--- src/rtl/fifo_pkg.sv ---
// Shared FIFO sizing: default data/address widths and derived RAM depth.
package fifo_pkg;
  localparam int DATA_W_DEF = 8;
  localparam int ADDR_W_DEF = 4;

  function automatic int depth_of(input int addr_w);
    return 1 << addr_w;
  endfunction

  localparam int DEPTH_DEF = depth_of(ADDR_W_DEF);
endpackage

--- src/rtl/fifo_ptr.sv ---
// Wrapping RAM pointer: increments modulo 2**ADDR_W when en is high, 1-cycle update.
// No backpressure of its own; the parent decides when to advance it.
module fifo_ptr #(
  parameter int ADDR_W = 4
) (
  input  logic              clk,
  input  logic              rst,
  input  logic              en,
  output logic [ADDR_W-1:0] ptr
);
  logic [ADDR_W-1:0] ptr_q, ptr_d;

  always_comb begin
    ptr_d = ptr_q;
    if (en) ptr_d = ptr_q + ADDR_W'(1);
  end

  always_ff @(posedge clk) begin
    if (rst) ptr_q <= '0;
    else     ptr_q <= ptr_d;
  end

  assign ptr = ptr_q;
endmodule

--- src/rtl/fifo_ram_ctrl.sv ---
// FIFO controller driving an external 1-cycle registered-read RAM; dout valid 1 cycle after pop.
// Pushes while full and pops while empty are dropped and flagged with a one-cycle pulse.
module fifo_ram_ctrl
  import fifo_pkg::*;
#(
  parameter int DATA_W = DATA_W_DEF,
  parameter int ADDR_W = ADDR_W_DEF
) (
  input  logic              clk,
  input  logic              rst,
  input  logic              push,
  input  logic [DATA_W-1:0] push_data,
  input  logic              pop,
  output logic              full,
  output logic              empty,
  output logic [ADDR_W:0]   count,
  output logic [DATA_W-1:0] dout,
  output logic              dout_valid,
  output logic              overflow,
  output logic              underflow,
  output logic              ram_wr_en,
  output logic [ADDR_W-1:0] ram_wr_addr,
  output logic [DATA_W-1:0] ram_wr_data,
  output logic              ram_rd_en,
  output logic [ADDR_W-1:0] ram_rd_addr,
  input  logic [DATA_W-1:0] ram_rd_data
);
  localparam int              DEPTH   = depth_of(ADDR_W);
  localparam logic [ADDR_W:0] DEPTH_C = (ADDR_W+1)'(DEPTH);

  logic [ADDR_W:0]   count_q, count_d;
  logic              dout_valid_q, dout_valid_d;
  logic              overflow_q, overflow_d;
  logic              underflow_q, underflow_d;
  logic              push_ok, pop_ok;
  logic [ADDR_W-1:0] wr_ptr, rd_ptr;

  assign full  = (count_q == DEPTH_C);
  assign empty = (count_q == '0);

  // Gated with rst so the RAM sees no traffic in the reset cycle.
  assign push_ok = push && !full  && !rst;
  assign pop_ok  = pop  && !empty && !rst;

  fifo_ptr #(.ADDR_W(ADDR_W)) u_wr_ptr (
    .clk (clk),
    .rst (rst),
    .en  (push_ok),
    .ptr (wr_ptr)
  );

  fifo_ptr #(.ADDR_W(ADDR_W)) u_rd_ptr (
    .clk (clk),
    .rst (rst),
    .en  (pop_ok),
    .ptr (rd_ptr)
  );

  always_comb begin
    count_d = count_q;
    case ({push_ok, pop_ok})
      2'b10:   count_d = count_q + (ADDR_W+1)'(1);
      2'b01:   count_d = count_q - (ADDR_W+1)'(1);
      default: count_d = count_q;
    endcase
    dout_valid_d = pop_ok;
    overflow_d   = push && full;
    underflow_d  = pop && empty;
  end

  always_ff @(posedge clk) begin
    if (rst) begin
      count_q      <= '0;
      dout_valid_q <= 1'b0;
      overflow_q   <= 1'b0;
      underflow_q  <= 1'b0;
    end else begin
      count_q      <= count_d;
      dout_valid_q <= dout_valid_d;
      overflow_q   <= overflow_d;
      underflow_q  <= underflow_d;
    end
  end

  assign count       = count_q;
  assign dout_valid  = dout_valid_q;
  assign overflow    = overflow_q;
  assign underflow   = underflow_q;
  assign dout        = ram_rd_data;
  assign ram_wr_en   = push_ok;
  assign ram_wr_addr = wr_ptr;
  assign ram_wr_data = push_data;
  assign ram_rd_en   = pop_ok;
  assign ram_rd_addr = rd_ptr;
endmodule

--- config.mk ---
export PLATFORM = sky130hd
export DESIGN_NAME = fifo_ram_ctrl
export DESIGN_NICKNAME = d
export VERILOG_FILES = /design/src/rtl/fifo_pkg.sv /design/src/rtl/fifo_ptr.sv /design/src/rtl/fifo_ram_ctrl.sv
export SDC_FILE = /design/constraint.sdc
export NUM_CORES = 1
export LEC_CHECK = 0
export ABC_AREA = 1
export CAP_MARGIN = 20
export CORE_AREA = 10 10 59 66
export CTS_BUF_LIST = sky130_fd_sc_hd__clkbuf_16
export DETAILED_ROUTE_END_ITERATION = 16
export DIE_AREA = 0 0 69 76
export PLACE_DENSITY_LB_ADDON = 0.3
export SLEW_MARGIN = 5
export SYNTH_ARGS = -nofsm -noshare
export SYNTH_HDL_FRONTEND = slang
export SYNTH_SLANG_ARGS = --single-unit
--- constraint.sdc ---
create_clock -name clk -period 3.71 [get_ports clk]
set_input_delay 0.742 -clock clk [delete_from_list [all_inputs] [get_ports clk]]
set_output_delay 0.742 -clock clk [all_outputs]
set_load 0.02 [all_outputs]
* Word-level counts from Yosys, hierarchy flattened
Index checks and enable logic that the tools add are counted.
** Cells by class
- Muxes and demuxes :: 1
- Add/subtract/negate cells :: 4
- Reduce and logical (&&, ||, !) cells :: 11
- Equality and inequality tests :: 3
** Operators with widths (number)
- $pmux 5 s2 :: 1
- $add 4x1->4 const B :: 2
- $logic_and 1x1->1 :: 6
- $add 5x1->5 const B :: 1
- $eq 5x5->1 const B :: 1
- $logic_not 5->1 :: 1
- $sub 5x1->5 const B :: 1
- $logic_not 1->1 :: 3
- $eq 2x1->1 const B :: 1
- $eq 2x2->1 const B :: 1
- $reduce_bool 2->1 :: 1
** Word-level totals
- Logic and storage cells :: 25
- Register bits after elaboration :: 16

* Depth between registers and ports, before layout
Gate-level depths: netlist of run 1.
- Depth after elaboration :: 6
- Gate-level depth with buffers :: 13
- Depth with buffers taken out :: 13

* Hierarchy
Synthesis of run 1 repeated with hierarchy kept, for this count alone.
** Unflattened totals
- Cell total of the unflattened synthesis :: 132
- Area total of the unflattened synthesis :: 938.4 µm²
** Modules (own cells, without submodules)
- fifo_ram_ctrl :: area each 598.1 µm², cells each 86, instances 1, sequential area each 160.2 µm²
- fifo_ptr :: area each 170.2 µm², cells each 23, instances 2, sequential area each 80.1 µm²

* Worst setup path before layout of run 1
No wires, ideal clock.
- Path type :: input port to flip-flop
- Start :: input port rst
- End :: register count_q[3], in the netlist count[3]
- Data required time :: 3.601 ns
- Setup time :: 0.109 ns
- Stages :: 11
- Setup slack :: 1.282 ns
- Arrival time :: 2.320 ns
- Cells stage by stage :: buf_4 > nor2_2 > nand2_4 > inv_2 > ha_1 > ha_1 > or2_2 > nand3b_1 > nand3_1 > nand2_1 > inv_1
** Between the ends
- Cells in the longest elaborated chain, start to end :: 4
- Elaborated cells between the ends (all ways) :: 7
** Ends and longest elaborated chain
- start, declared :: RTL line fifo_ram_ctrl.sv:10 : input logic rst,
- $logic_not 1->1 (*) :: RTL line fifo_ram_ctrl.sv:43 : assign pop_ok = pop && !empty && !rst;
- $logic_and 1x1->1 (*) :: RTL line fifo_ram_ctrl.sv:43
- named net ram_rd_en :: RTL line fifo_ram_ctrl.sv:24 : output logic ram_rd_en,
- $eq 2x1->1 or $eq 2x2->1 (tied branches) :: RTL line fifo_ram_ctrl.sv:61 : case ({push_ok, pop_ok})
- $pmux 5 s2 or $reduce_bool 2->1 (tied branches)
- end signal, assigned :: RTL line fifo_ram_ctrl.sv:78 : count_q <= count_d;
- end, declared :: RTL line fifo_ram_ctrl.sv:31 : logic [ADDR_W:0] count_q, count_d;
Mark *: on every way through the listed nets, which the timed path passes. The rest lies on a longest branch.
A chain may end at the register's enable or synchronous reset.

* Final worst setup path of run 1
- Start :: input port rst
- End :: output port ram_rd_en
** Between the ends
- Cells in the longest elaborated chain, start to end :: 2
** Ends and longest elaborated chain (RTL line)
- $logic_not 1->1 :: fifo_ram_ctrl.sv:43
- $logic_and 1x1->1 :: fifo_ram_ctrl.sv:43
- end, declared :: fifo_ram_ctrl.sv:24
Every way passes these cells.

==> reports/results.tsv, run 1 <==
metric	value	unit
start_util	39.8	%
port-buffer-count	23	
place_ws	553	ps
fmax	317	MHz
avgSynthCellArea	7.53	sq um
synth_top_area_share	30.4	%
start_kind	primary input	
yosys_most_used_dff	dfxtp_1	
path_delay_family	buffers and inverters	
fillers	291	
hold_path_class	reg -> reg	
placed_area	1200	sq um
clk_latency	240	ps
crit_chain	clkdlybuf4s50_1 > nor2_2 > nand2_4 > inv_2 > clkdlybuf4s50_1	
layout-drive-gt1-share	14.7	%
clkPwrFrac	28.6	%
coreArea	2650	sq um
clkSlewWorstSetupHoldPaths	50	ps
totalWireLength	2.19	mm
vias	860	
viasPerCell	4.70	
hpwl	1.82	mm
yosysUniqueCellTypes	23	
die_area	5240	sq um
async_flop_share	0	%
p_leak	0.606	nW
hold_buffers	0	
rsz0062_at_grt	false	
first_pass_iters	4	
post_drt_wl_per_cell	12.0	microns
setup_slack	551	ps
yosys.area.top_type	dfxtp_1	
fp.dieH	76	microns
cp-end-kind	output port	
setup_viol_count_final	0	
crit_arrival	2420	ps
switching_share	35.6	%
switchingPower	0.000256	W
ys_warn_count	0	
synth-seq-cells	16	
cp_max_fo	10	
max_slew_margin	70.8	%
synth.area.top_cells	dfxtp_1, buf_4, nand2_1	
crit_path_frequent_cell	clkdlybuf4s50_1	
p_seq_share	31.8	%
fp-row-count	20	
status	completed	
clk_path_buf_depth	2	
cts_setup_buffers	0	
power.internal	0.000463	W
antenna_found_initial	0	
die_w	69	microns
cp.buffers_inverters	3	
clockRootBuffer	clkbuf_16	
setup_tns	0	ps
syn_area	1050	sq um
syn_inst	140	
worst_pin_slew	437	ps
drc_errors	0	
design_area	1280	sq um
powerDensity	564	nW/um^2
maxCapViolCount	0	
gp_congestion	0.741	
cp.required	2970	ps
finalCritPeriodShare	85.2	%
hold_violations	0	
layout.nets	178	
antenna_cells	0	
max_stage_delay	630	ps
grt_max_degree	11	
fin_crit	3160	ps
io_pins	56	
clock-skew-final	3.35	ps
drv_slew	0	
slowest_stage	clkdlybuf4s50_1	
combPwrFrac	39.6	%
ant_nets	0	
clkSinkCount	16	
cts_tree	yes	
yosysSeqAreaShare	30.4	%
synth_edf_count	0	
grt_pass1_wl	3.77	mm
cts_buffers	3	
peakVddDrop	0.257	mV
track_usage	8.44	%
drt_iter0_drc	17	
synthToLayoutAreaGrowth	21.1	%
globalRouteOverflowTotal	0	
cts_resized	0	
htreeDepth	1	
grt_pass1_vias	876	
crit_type	in -> out	
synth_fp_nets	167	
==> layout make-up <==
cell class | instances | area [sq um] | share of cell area [%]
clock buffer | 3 | 75.1 | 5.88
clock inverter | 1 | 3.75 | 0.294
inverter | 21 | 78.8 | 6.17
multi-input combinational | 86 | 528 | 41.3
sequential | 16 | 320 | 25.1
tap | 33 | 41.3 | 3.23
timing repair buffer | 23 | 230 | 18.0
==> tightest hold or removal path, delay by kind of cell (launching register included) <==
| family | cells | cell delay [ps] |
|---|---|---|
| AND/OR/NAND/NOR | 1 | 80 |
| flip-flops | 1 | 340 |
| AO/OA/AOI/OAI | 1 | 40 |
==> through the flow <==
| step | hold slack [ps] | power (W) | util [%] | instances |
|---|---|---|---|---|
| CTS | 509 | 0.000733 | 48.2 | 183 |
| global route | 532 | 0.000774 | 48.2 | 183 |
| global placement | 500 | 0.000516 | 45.2 | 179 |
| floorplan | 573 | 0.000444 | - | 140 |
| detailed placement | 500 | 0.000523 | 45.2 | 179 |
| finish | 501 | 0.000720 | 48.2 | 183 |
==> cells by family (layout without fill, tap and decap cells) <==
group / after synthesis / in the layout / share of synthesized area (%)
fa+ha+maj: 7 / 7 / 9.02
xor+xnor: 3 / 3 / 2.49
flops: 16 / 16 / 30.4
compound gates: 11 / 11 / 5.93
buf+inv: 38 / 48 / 19.6
simple gates: 65 / 65 / 32.6
==> worst paths after layout <==
| kind | startpoint | to | slack (ps) | cells past startpoint |
|---|---|---|---|---|
| hold / removal | u_wr_ptr.ptr[2] | u_wr_ptr.ptr[2] | 500 | 2 |
| hold reg to reg | u_wr_ptr.ptr[2] | u_wr_ptr.ptr[2] | 500 | 2 |
| setup / recovery | rst | ram_rd_en | 550 | 5 |
| setup reg to reg | count[0] | count[3] | 1540 | 11 |
==> layout by cell type (no fill, tap or decap) <==
cell type,synthesis,layout
a21oi_1,4,4
a21oi_2,2,2
clkbuf_16,0,3
clkdlybuf4s50_1,0,23
clkinv_1,0,1
dfxtp_1,16,16
fa_1,1,1
ha_1,6,6
inv_1,18,18
inv_2,3,3
nand2_1,21,21
nand2_2,2,2
nand2_4,2,2
nand3_1,9,9
nand3_4,2,2
nand3b_1,1,1
nand4_1,2,2
nor2_1,16,16
nor2_2,4,4
nor2_4,2,2
nor3_1,2,2
o21ai_0,3,3
o21ai_1,2,2
or2_2,2,2
xor2_1,3,3
==> metal layers <==
layer | track usage, % | vias to the layer above | part of all wire [%] | routed length [microns]
met5 | 0 | - | 0 | 0
met4 | 5.85 | 0 | 1.9 | 42
met3 | 3.65 | 6 | 9.4 | 207
met2 | 14.7 | 32 | 51 | 1110
met1 | 7.66 | 381 | 38 | 833
li1 | - | 441 | - | -
==> state kept, by name, summed over array words and instances (netlist names) <==
register / cells
u_rd_ptr.ptr: 4
overflow: 1
count: 5
u_wr_ptr.ptr: 4
dout_valid: 1
underflow: 1
==> cell usage after synthesis, types with 3 or more instances <==
| cell type | number |
|---|---|
| nand3_1 | 9 |
| dfxtp_1 | 16 |
| nand2_1 | 21 |
| buf_4 | 17 |
| inv_2 | 3 |
| xor2_1 | 3 |
| inv_1 | 18 |
| a21oi_1 | 4 |
| o21ai_0 | 3 |
| ha_1 | 6 |
| nor2_2 | 4 |
| nor2_1 | 16 |
==> power by group through the flow <==
stage          sequential (W)  combinational [W]  clock [W]
5_1_grt              0.000234           0.000321   0.000219
6_report             0.000229           0.000285   0.000206
3_5_place_dp         0.000233           0.000290          0
4_1_cts              0.000230           0.000291   0.000213
2_1_floorplan        0.000258           0.000186          0
3_3_place_gp         0.000234           0.000283          0
No activity file was read; power rests on OpenSTA's default activity.
==> run 2: changes to the inputs <==
==> constraint.sdc (replaced) <==
create_clock -name clk -period 3.71 [get_ports clk]
set_input_delay 0.5565 -clock clk [delete_from_list [all_inputs] [get_ports clk]]
set_output_delay 0.5565 -clock clk [all_outputs]
set_load 0.02 [all_outputs]
==> reports/results.tsv, run 2 (same netlist as run 1, synthesis figures left out) <==
metric	value	unit
clk_latency	250	ps
hpwl	1.82	mm
switching_share	36.2	%
antenna_found_initial	0	
clkPwrFrac	28.9	%
setup_viol_count_final	0	
io_pins	56	
vias	861	
reg2reg_from	count[0]	
die_area	5240	sq um
fp.dieH	76	microns
fin_crit	2780	ps
crit_path_frequent_cell	clkdlybuf4s50_1	
cp.buffers_inverters	3	
fin_util	48.2	%
combPwrFrac	39.5	%
start_kind	primary input	
grt_max_degree	11	
grt_pass1_vias	889	
port-buffer-count	23	
power.internal	0.000464	W
slowest_stage	clkdlybuf4s50_1	
gp_congestion	0.814	
powerDensity	569	nW/um^2
hold_buffers	0	
hold_path_class	reg -> reg	
p_total	0.000727	W
worst_pin_slew	408	ps
switchingPower	0.000263	W
top_usage_layer	met2	
start_util	39.8	%
maxCapViolCount	0	
crit_chain	clkdlybuf4s50_1 > nor2_2 > nand2_4 > inv_2 > clkdlybuf4s50_1	
drc_errors	0	
setup_tns	0	ps
cp_max_fo	10	
peakVddDrop	0.278	mV
rsz0062_at_grt	false	
viasPerCell	4.70	
max_slew_margin	72.7	%
grt_use_met3	3.39	%
cts_tree	yes	
clkSlewWorstSetupHoldPaths	50	ps
post_drt_wl_per_cell	12.4	microns
drv_slew	0	
htreeDepth	1	
first_pass_iters	4	
p_leak	0.606	nW
largest_register_ffs	5	
p_seq_share	31.6	%
fp-row-count	20	
use_met1	8.97	%
clk_path_buf_depth	2	
path_delay_family	buffers and inverters	
grtUsageMet2	15.2	%
die_w	69	microns
clkSinkCount	16	
ant_nets	0	
drt_iter0_drc	17	
totalWireLength	2.27	mm
status	completed	
max_stage_delay	620	ps
cts_buffers	3	
clockRootBuffer	clkbuf_16	
track_usage	9.02	%
antenna_cells	0	
hold_violations	0	
synthToLayoutAreaGrowth	21.1	%
crit_type	in -> out	
layout_common_cells	clkdlybuf4s50_1, nand2_1, inv_1	
cts_resized	0	
finalCritPeriodShare	75.1	%
grt_pass1_wl	4.02	mm
cts_setup_buffers	0	
min-delay-start	u_wr_ptr.ptr[2]	
cp.required	3150	ps
cp-end-kind	output port	
final_common_cell	clkdlybuf4s50_1	
crit_start	rst	
fmax	359	MHz
layout-drive-gt1-share	14.7	%
crit_arrival	2230	ps
globalRouteOverflowTotal	0	
fillers	279	
layout.nets	178	
clock-skew-final	3.20	ps
coreArea	2650	sq um
==> run 2: cell counts in the layout (fill, tap and decap cells not counted) <==
No cell type changed its count.
==> run 2: worst reg2reg max path: stages (launching register included) <==
cell and delay (ps):
dfxtp_1 380, nor2_4 190, nand3_4 140, nand2_4 110, inv_2 60, ha_1 260, ha_1 350, or2_2 300
nand3b_1 100, nand3_1 80, nand2_1 60, inv_1 30
==> run 2: per-layer routing <==
metal,up-vias,wire [microns]
met5,-,0
met4,0,68
met3,9,189
met2,35,1100
met1,376,914
li1,441,-
==> run 2: area by class of cell <==
| cell class | count | area [sq um] | area share, % |
|---|---|---|---|
| Timing Repair Buffer | 23 | 230 | 18.0 |
| Multi-Input combinational cell | 86 | 528 | 41.3 |
| Inverter | 21 | 78.8 | 6.17 |
| Clock inverter | 1 | 3.75 | 0.294 |
| Tap cell | 33 | 41.3 | 3.23 |
| Sequential cell | 16 | 320 | 25.1 |
| Clock buffer | 3 | 75.1 | 5.88 |
==> run 2: final timing paths <==
kind / endpoint / slack, ps / depth (start not counted)
max: ram_rd_en / 930 / 5
min reg2reg: u_wr_ptr.ptr[2] / 510 / 2
max reg2reg: count[3] / 1540 / 11
min: u_wr_ptr.ptr[2] / 510 / 2
==> run 2: power by group through the flow <==
stage	Sequential [W]	Combinational, W	Clock [W]
detailed placement	0.000233	0.000290	0
floorplan	0.000258	0.000186	0
finish	0.000230	0.000287	0.000210
global placement	0.000233	0.000286	0
global route	0.000235	0.000322	0.000225
CTS	0.000230	0.000292	0.000217
==> run 2: stage by stage <==
step | std cells | setup WS [ps] | hold slack [ps] | instance area [sq um]
floorplan | 140 | 1470 | 573 | 1050
global placement | 179 | 916 | 499 | 1200
detailed placement | 179 | 838 | 502 | 1200
CTS | 183 | 922 | 516 | 1280
global route | 183 | 836 | 553 | 1280
finish | 183 | 926 | 514 | 1280
==> patch (settings of run 1) <==
Reset style: asynchronous (`rst`), changed in 2 clocked blocks.
--- a/src/rtl/fifo_ptr.sv
+++ b/src/rtl/fifo_ptr.sv
@@ -15,7 +15,7 @@
     if (en) ptr_d = ptr_q + ADDR_W'(1);
   end
 
-  always_ff @(posedge clk) begin
+  always_ff @(posedge clk or posedge rst) begin
     if (rst) ptr_q <= '0;
     else     ptr_q <= ptr_d;
   end
--- a/src/rtl/fifo_ram_ctrl.sv
+++ b/src/rtl/fifo_ram_ctrl.sv
@@ -68,7 +68,7 @@
     underflow_d  = pop && empty;
   end
 
-  always_ff @(posedge clk) begin
+  always_ff @(posedge clk or posedge rst) begin
     if (rst) begin
       count_q      <= '0;
       dout_valid_q <= 1'b0;
Behaviour: differs if rst is asserted again (counterexample within 4 cycles, from zero or initial values and one cycle with rst high); with rst held inactive, the same outputs for 10 cycles.
==> patch against run 1 <==
Via count rose by 2.2%; largest cell class unchanged; non-clock buffer count rose by 1; area after synthesis rose by 3.7%; sequential cell count did not move; final area rose by 3.8%; setup slack got worse by 1.1 ps; wire length rose by 8.8%.
Power is not compared: it rests on default switching activity, and its combinational part moved more than twofold at a synthesized area within 25%.
==> patch: results (changes against run 1) <==
The run finished with clean final reports. The async set-or-reset flop fraction in the synthesized netlist was 100.0% (+100 points). Post-placement cell area: 1247 um2 (+4.1%). The fraction of the mapped netlist area in adder cells was 8.696% (-0.32 points); the highest net fanout along the worst path was 15 (+5).

Area share of xor/xnor cells in the synthesized design: 0.8009% (-1.7 points). The DRC violation total after the first TritonRoute iteration is 55 (+38). The sequential area share after synthesis came out at 36.61% (+6.2 points).

The worst-case hold path end point is u_wr_ptr.ptr[3]$_DFFE_PP0P_. The number of unique standard cell types used by synthesis is 20 (-13%), and the via-per-instance ratio is 4.966 (+5.7%). The tools report the final wirelength as 2.387 mm (+8.8%). The tools report the origin of the worst min-delay path as u_wr_ptr.ptr[3]$_DFFE_PP0P_.

The startpoint identified for the worst register-to-register timing path is count[0]$_DFFE_PP0P_. The synthesized netlist cell count came out at 133 (-5.0%). The net count of the mapped netlist was 160 (-4.2%). Global-route usage over all layers: 8.964% (+0.52 points).

For the final estimated routing congestion in global placement, the log shows 0.7831 (+5.7%). The tools report the post-DP HPWL as 1.833 mm (+0.79%). The maximum clock skew at final layout came out at 2.487 ps (-0.8614 ps). The logs give 281 (-3.4%) for the filler cell count and 1.003 mm (+20%) for the met1 routed wirelength after detailed routing. By count the netlist is led by sky130_fd_sc_hd__nand2_1 (35), sky130_fd_sc_hd__buf_4 (16), sky130_fd_sc_hd__dfrtp_1 (16), sky130_fd_sc_hd__inv_1 (16), sky130_fd_sc_hd__nand3_1 (10). The worst hold margin is 492.7 ps (-8.699 ps). Minimum setup slack among reg-to-reg paths: 1470 ps (-70 ps). Endpoint of the worst-slack reg-to-reg timing path: count[4]$_DFFE_PP0P_.
patch: changes by cell type after synthesis, sizes merged, moves of 4 or more:
cell / delta
nand2: +10
dfrtp: +16
o21ai: -4
nor2: -11
nand3: +5
dfxtp: -16
nand4: +5
a21oi: -5
patch: cells by family (layout without fill, tap and decap cells):
| kind of cell | count (synthesis) | in the layout |
|---|---|---|
| buffers and inverters | 36 | 47 |
| AND/OR/NAND/NOR | 71 | 71 |
| flip-flops | 16 | 16 |
| AO/OA/AOI/OAI | 2 | 2 |
| XOR/XNOR | 1 | 1 |
| adder cells (fa/ha/maj) | 7 | 7 |
patch: area by class of cell:
cell class,instances,area [um2],area share (%)
clock inverter,1,3.754,0.2830
tap,33,41.29,3.113
inverter,19,71.32,5.377
clock buffer,3,75.07,5.660
timing repair buffer,24,237.7,17.92
multi-input combinational,81,496.7,37.45
sequential,16,400.4,30.19
patch: report_power, final:
group | switching [mW] | internal, mW
logic | 0.317 | 0.255
clock network | 0.0624 | 0.143
registers | 0.0998 | 0.246
